==> config.mk <==
export PLATFORM = sky130hd
export DESIGN_NAME = sram_share_arbiter
export DESIGN_NICKNAME = d
export VERILOG_FILES = /design/src/rtl/sram_share_pkg.sv /design/src/rtl/rr_pick.sv /design/src/rtl/sram_share_arbiter.sv
export SDC_FILE = /design/constraint.sdc
export NUM_CORES = 1
export LEC_CHECK = 0
export ABC_AREA = 1
export CORE_MARGIN = 10
export CORE_UTILIZATION = 45
export CTS_CLUSTER_SIZE = 30
export DETAILED_ROUTE_END_ITERATION = 10
export DONT_BUFFER_PORTS = 1
export GPL_ROUTABILITY_DRIVEN = 0
export GPL_TIMING_DRIVEN = 1
export RECOVER_POWER = 50
export SKIP_CTS_REPAIR_TIMING = 1
export SYNTH_ARGS = -nofsm -noshare
export SYNTH_HDL_FRONTEND = slang
export SYNTH_SLANG_ARGS = --single-unit
==> constraint.sdc <==
create_clock -name clk -period 4.05 [get_ports clk]
set_clock_uncertainty 0.1 [all_clocks]
set_input_delay 0.405 -clock clk [delete_from_list [all_inputs] [get_ports clk]]
set_output_delay 0.405 -clock clk [all_outputs]
set_load 0.03 [all_outputs]
==> src/rtl/sram_share_pkg.sv <==
// Shared types for the SRAM sharing arbiter: requester index width and the
// tag that follows each granted access through the command and return stages.
package sram_share_pkg;

  localparam int MAXREQ = 4;
  localparam int IDXW   = $clog2(MAXREQ);

  typedef logic [IDXW-1:0] idx_t;

  typedef struct packed {
    logic valid;
    logic read;
    idx_t idx;
    logic fault;
  } tag_t;

endpackage

==> src/rtl/rr_pick.sv <==
// Round-robin one-hot picker: the search starts one past ptr_i and wraps,
// so the most recently granted requester has the lowest priority.
module rr_pick
  import sram_share_pkg::*;
#(
  parameter int N = 2
) (
  input  logic [N-1:0] req_i,
  input  idx_t         ptr_i,
  output logic [N-1:0] gnt_o
);

  always_comb begin
    gnt_o = '0;
    // Walk from the farthest candidate to the nearest so the nearest wins.
    for (int k = N; k >= 1; k--) begin
      if (req_i[(int'(ptr_i) + k) % N]) begin
        gnt_o = '0;
        gnt_o[(int'(ptr_i) + k) % N] = 1'b1;
      end
    end
  end

endmodule

==> src/rtl/sram_share_arbiter.sv <==
// Shares one single-port SRAM between NREQ requesters with private address
// windows; escalated > urgent > normal priority, one grant per cycle.
module sram_share_arbiter
  import sram_share_pkg::*;
#(
  parameter int NREQ    = 2,
  parameter int DWID    = 64,
  parameter int AWID    = 10,
  parameter int MAXWAIT = 15
) (
  input  logic                     clk,
  input  logic                     rst_n,
  input  logic                     softreset,
  input  logic [NREQ-1:0]          req,
  input  logic [NREQ-1:0]          urgent,
  input  logic [NREQ-1:0]          req_wen,
  input  logic [NREQ*AWID-1:0]     req_addr,
  input  logic [NREQ*DWID-1:0]     req_wdata,
  input  logic [NREQ*AWID-1:0]     base,
  input  logic [NREQ*(AWID+1)-1:0] size,
  output logic [NREQ-1:0]          gnt,
  output logic [NREQ-1:0]          rvalid,
  output logic [DWID-1:0]          rdata,
  output logic                     ram_cen,
  output logic                     ram_wen,
  output logic [AWID-1:0]          ram_addr,
  output logic [DWID-1:0]          ram_wdata,
  input  logic [DWID-1:0]          ram_rdata,
  output logic [NREQ-1:0]          err_range,
  output logic                     busy
);

  localparam int WW = $clog2(MAXWAIT + 1);
  typedef logic [WW-1:0] wait_t;

  logic [NREQ-1:0] esc, urg_req, gnt_urg, gnt_all, err_q, err_d;
  idx_t            ptr_q, ptr_d, gidx;
  logic            any_gnt, sel_fault;
  logic [AWID-1:0] sel_addr;
  tag_t            tag1_q, tag1_d, tag2_q, tag2_d;
  logic            ram_cen_q, ram_cen_d, ram_wen_q, ram_wen_d, rd_ret;
  logic [AWID-1:0] ram_addr_q, ram_addr_d;
  logic [DWID-1:0] ram_wdata_q, ram_wdata_d, rdata_q, rdata_d;

  for (genvar gi = 0; gi < NREQ; gi++) begin : g_req
    wait_t wait_q, wait_d;

    assign esc[gi]    = req[gi] && (wait_q == wait_t'(MAXWAIT));
    assign rvalid[gi] = rd_ret && (tag2_q.idx == idx_t'(gi));

    always_comb begin
      wait_d = wait_q;
      if (softreset || !req[gi] || gnt[gi]) wait_d = '0;
      else if (wait_q != wait_t'(MAXWAIT))   wait_d = wait_q + wait_t'(1);
    end

    always_ff @(posedge clk or negedge rst_n) begin
      if (!rst_n) wait_q <= '0;
      else        wait_q <= wait_d;
    end
  end

  assign urg_req = req & urgent;

  rr_pick #(.N(NREQ)) u_pick_urg (.req_i(urg_req), .ptr_i(ptr_q), .gnt_o(gnt_urg));
  rr_pick #(.N(NREQ)) u_pick_all (.req_i(req),     .ptr_i(ptr_q), .gnt_o(gnt_all));

  always_comb begin
    gnt = '0;
    if (rst_n && !softreset) begin
      if (|esc)          gnt = esc & (-esc);  // lowest escalated index
      else if (|urg_req) gnt = gnt_urg;
      else               gnt = gnt_all;
    end
  end

  always_comb begin
    gidx = '0;
    for (int i = 0; i < NREQ; i++) if (gnt[i]) gidx = idx_t'(i);
  end

  assign any_gnt   = |gnt;
  assign sel_addr  = req_addr[int'(gidx)*AWID +: AWID];
  assign sel_fault = {1'b0, sel_addr} >= size[int'(gidx)*(AWID+1) +: AWID+1];

  always_comb begin
    ptr_d       = any_gnt ? gidx : ptr_q;
    ram_cen_d   = 1'b1;
    ram_wen_d   = 1'b1;
    ram_addr_d  = ram_addr_q;
    ram_wdata_d = ram_wdata_q;
    if (any_gnt && !sel_fault) begin
      ram_cen_d   = 1'b0;
      ram_wen_d   = !req_wen[gidx];
      ram_addr_d  = base[int'(gidx)*AWID +: AWID] + sel_addr;
      ram_wdata_d = req_wdata[int'(gidx)*DWID +: DWID];
    end
    tag1_d.valid = any_gnt;
    tag1_d.read  = !req_wen[gidx];
    tag1_d.idx   = gidx;
    tag1_d.fault = sel_fault;
    tag2_d       = tag1_q;
    rdata_d      = rdata;
    if (softreset) begin
      ptr_d       = idx_t'(NREQ - 1);
      ram_addr_d  = '0;
      ram_wdata_d = '0;
      tag1_d      = '0;
      tag2_d      = '0;
      rdata_d     = '0;
    end
  end

  // Faulted reads return zero; otherwise the SRAM output passes through on the
  // return cycle and the register keeps it visible afterwards.
  assign rd_ret = tag2_q.valid && tag2_q.read;
  assign rdata  = rd_ret ? (tag2_q.fault ? '0 : ram_rdata) : rdata_q;

  always_ff @(posedge clk or negedge rst_n) begin
    if (!rst_n) begin
      ptr_q       <= idx_t'(NREQ - 1);
      ram_cen_q   <= 1'b1;
      ram_wen_q   <= 1'b1;
      ram_addr_q  <= '0;
      ram_wdata_q <= '0;
      tag1_q      <= '0;
      tag2_q      <= '0;
      rdata_q     <= '0;
    end else begin
      ptr_q       <= ptr_d;
      ram_cen_q   <= ram_cen_d;
      ram_wen_q   <= ram_wen_d;
      ram_addr_q  <= ram_addr_d;
      ram_wdata_q <= ram_wdata_d;
      tag1_q      <= tag1_d;
      tag2_q      <= tag2_d;
      rdata_q     <= rdata_d;
    end
  end

  // Fault flags survive softreset so firmware can still read them afterwards.
  assign err_d = err_q | ((any_gnt && sel_fault) ? gnt : '0);

  always_ff @(posedge clk or negedge rst_n) begin
    if (!rst_n) err_q <= '0;
    else        err_q <= err_d;
  end

  assign err_range = err_q;
  assign ram_cen   = ram_cen_q;
  assign ram_wen   = ram_wen_q;
  assign ram_addr  = ram_addr_q;
  assign ram_wdata = ram_wdata_q;
  assign busy      = tag1_q.valid || rd_ret;

endmodule
==> run_results.csv <==
group,metric,value,unit
power,clkPwrFrac,39.7,%
power,switchingPower,1330,uW
die,die_w,158,um
cts,clkTransAtPathRegs,70,ps
setup_path,crit_start,"g_req[0].wait_q[0]$_DFFE_PN0P_",
timing,relSlewSlack,27.5,%
timing,whs,-432,ps
timing,fin_crit,3630,ps
setup_path,rrSetupSlack,420,ps
place,dp_hpwl,20400,um
power,combPwrFrac,12.5,%
place,portBuffers,0,
global_route,grt_overflow,0,
power,power_density,443,nW/um2
status,status,"finished, violations left",
detailed_routing,first_pass_iters,8,
power,vdd_drop_max,0.277,mV
timing,setup_viol,0,
synth,syn_inst,1189,
cells_and_area,drive_above_1_share,5.92,%
setup_path,cpPeakStageDelay,410,ps
setup_path,r2r_cells,24,
setup_path,critPathCapture,"ram_wdata[59]$_DFFE_PN0P_",
timing,slew_violations,0,
global_route,grt_pass1_wl,41100,um
die,die_h,158,um
cts,cts_root_buf,"clkbuf_16",
cts,clock-sinks,159,
die,core,18800,um2
power,p_leak,0.00533,uW
cts,htreeDepth,4,
power,p_int,2820,uW
setup_path,r2r_start,"g_req[0].wait_q[0]$_DFFE_PN0P_",
global_route,grt_pass1_vias,7405,
detailed_routing,vias,7493,
setup_path,cp_slowest_cell,"dfrtp_1",
detailed_routing,vias_per_cell,5.35,
global_route,antenna_found_initial,0,
timing,tns,0,ps
die,dieArea,25000,um2
die,fp-row-count,50,
synth,synth_top_area_cell,"dfrtp_1",
global_route,grt_use_total,20.9,%
timing,tightest_slew,1090,ps
status,violations,"negative hold slack",
synth,synth_seq_area_share,46.4,%
timing,rsz0062_at_grt,"false",
cts,clock_path_buffers,2,
setup_path,worstPathArrival,3840,ps
synth,syn_area,8590,um2
setup_path,cp_cell_sequence,"ha_1 > nand2_1 > inv_2 > nand2_2 > nor2_2 > nor2_2 > nand2_4 > inv_2 > nand2_1 > nand2_1 > ha_1 > a21oi_1 > nand2_1 > nand2_1 > nand2_1 > nand2_1 > nand3_1 > nand2_1 > nand2_1 > nand2_2 > nand2_2 > buf_12 > nand3_1 > nand2_1",
cells_and_area,area.growth.synth_to_final,9.06,%
cts,cts_tree,"built",
synth,synth_top_area_share,45.4,%
power,p_total,4150,uW
detailed_routing,drcViolationCount,0,
setup_path,r2r_end,"ram_wdata[59]$_DFFE_PN0P_",
power,p_sw_share,32.1,%
synth,syn-num-nets,1474,
synth,synth-seq-cells,159,
job,max_cap_viol_count,0,
detailed_routing,routedWlPerCell,19.4,um
power,pwr-share-seq,47.8,%
synth,synth-warning-count,0,
die,start_util,45.8,%
cts,cts_buffers,17,
synth,syn_area_per_cell,7.22,um2
setup_path,cp-end-kind,"flop",
synth,synthTopCellsByArea,"dfrtp_1 (45%), nand2_1 (26%), nand3_1 (9.1%)",
detailed_routing,ant_nets,0,
setup_path,critPathLaunchType,"flop",
cells_and_area,diodes,0,
timing,finalCritPeriodShare,89.7,%
setup_path,crit_required,4250,ps
setup_path,crit_top_cell,"nand2_1",
synth,synth_cell_types,31,
worst_hold_path,hold_class,"in2async",
die,io_pins,410,
setup_path,cp_max_fo,49,
setup_path,worst-setup-path-type,"reg2reg",
global_route,grt_max_degree,162,
timing,max_freq,275,MHz
detailed_routing,routed_wirelength,27200,um
timing,finalHoldViolCount,159,
cts,clock_latency,420,ps
detailed_routing,drt_iter0_markers,582,
cells_and_area,nets,1438,
[stage by stage]
step	utilization (%)	hold WS [ps]	area [um2]	setup WS, ps	instances
final	49.9	-432	9370	415	1400
after global routing	49.9	-453	9370	23.9	1400
after CTS	49.6	-448	9320	320	1397
after detailed placement	46.4	17.2	8710	355	1365
after global placement	46.4	15.5	8710	431	1365
after floorplan	-	9.41	8590	396	1189
[sequential cells by signal (all words and copies together), names as in the netlist]
signal / cells
ram_wdata: 64
rdata_q: 64
ram_addr: 10
g_req.wait_q: 8
tag1_q: 4
tag2_q: 4
err_range: 2
ptr_q: 1
ram_cen: 1
ram_wen: 1
[cell type report]
cell class / count / area [um2]
timing repair buffer: 15 / 178
tap: 234 / 293
clock buffer: 18 / 439
inverter: 51 / 191
fill: 1866 / 9400
multi-input combinational: 909 / 4110
clock inverter: 14 / 173
sequential: 159 / 3980
[cells in the final DEF (no fill, tap or decap), types with 9 or more instances in the layout]
cell type / n
dfrtp_1: 156
a21oi_1: 80
clkbuf_16: 17
buf_4: 9
inv_1: 44
nor2_1: 17
nand3_1: 156
ha_1: 21
nand2_1: 583
mux2i_1: 9
[per-layer routing]
layer / up-vias / global-route usage (%) / routed length (um)
li1: 3725 / - / -
met1: 3434 / 25.5 / 10700
met2: 309 / 33.3 / 13200
met3: 25 / 8.06 / 2920
met4: 0 / 6.22 / 381
met5: - / 0 / 0
[worst min-delay path by stage]
stage	startpoint	to	slack (ps)	cells past startpoint
after floorplan	rst_n	err_range[0]$_DFF_PN0_	9	0
after global placement	rst_n	rdata_q[32]$_DFF_PN0_	20	0
after detailed placement	rst_n	rdata_q[32]$_DFF_PN0_	20	0
after CTS	rst_n	rdata_q[32]$_DFF_PN0_	-450	0
after global routing	rst_n	rdata_q[31]$_DFF_PN0_	-450	0
final	rst_n	rdata_q[17]$_DFF_PN0_	-430	0
[critical path: cells and delay by family (launching register included)]
kind            cells  cell delay [ps]
simple gates       18             1790
buf+inv             3              550
fa+ha+maj           2              490
flops               1              410
compound gates      1              140
[cells in the mapped netlist]
master / number
o211ai_1: 1
nand2_2: 3
inv_2: 6
ha_1: 21
nand3_1: 156
buf_4: 6
a21oi_1: 80
fa_1: 1
nand2_4: 1
nand3b_1: 2
xor2_1: 5
buf_2: 19
o21a_1: 1
dfrtp_1: 156
nor3_1: 1
mux2i_1: 9
nor2_1: 17
o21ai_4: 1
inv_1: 45
clkbuf_1: 27
nor2_2: 3
nand4_1: 6
buf_1: 18
o21bai_1: 3
o21ai_0: 7
nand2_1: 585
or2_2: 1
a21oi_4: 1
xnor2_1: 3
dfstp_2: 3
o21ai_1: 1
[logic make-up (layout without fill, tap and decap cells)]
family,after synthesis,count (layout),share of synthesized area (%)
buf+inv,121,98,5.83
simple gates,775,775,36.7
xor+xnor,8,8,0.816
flops,159,159,46.4
compound gates,95,95,5.94
mux,9,9,1.05
fa+ha+maj,22,22,3.29
[power groups by stage]
stage | clock network [uW] | registers (uW) | logic (uW)
floorplan | 0 | 1960 | 415
global placement | 0 | 2020 | 500
detailed placement | 0 | 2020 | 509
CTS | 1690 | 1990 | 508
global route | 1750 | 2000 | 601
finish | 1650 | 1990 | 518
No activity file was read; power rests on OpenSTA's default activity.
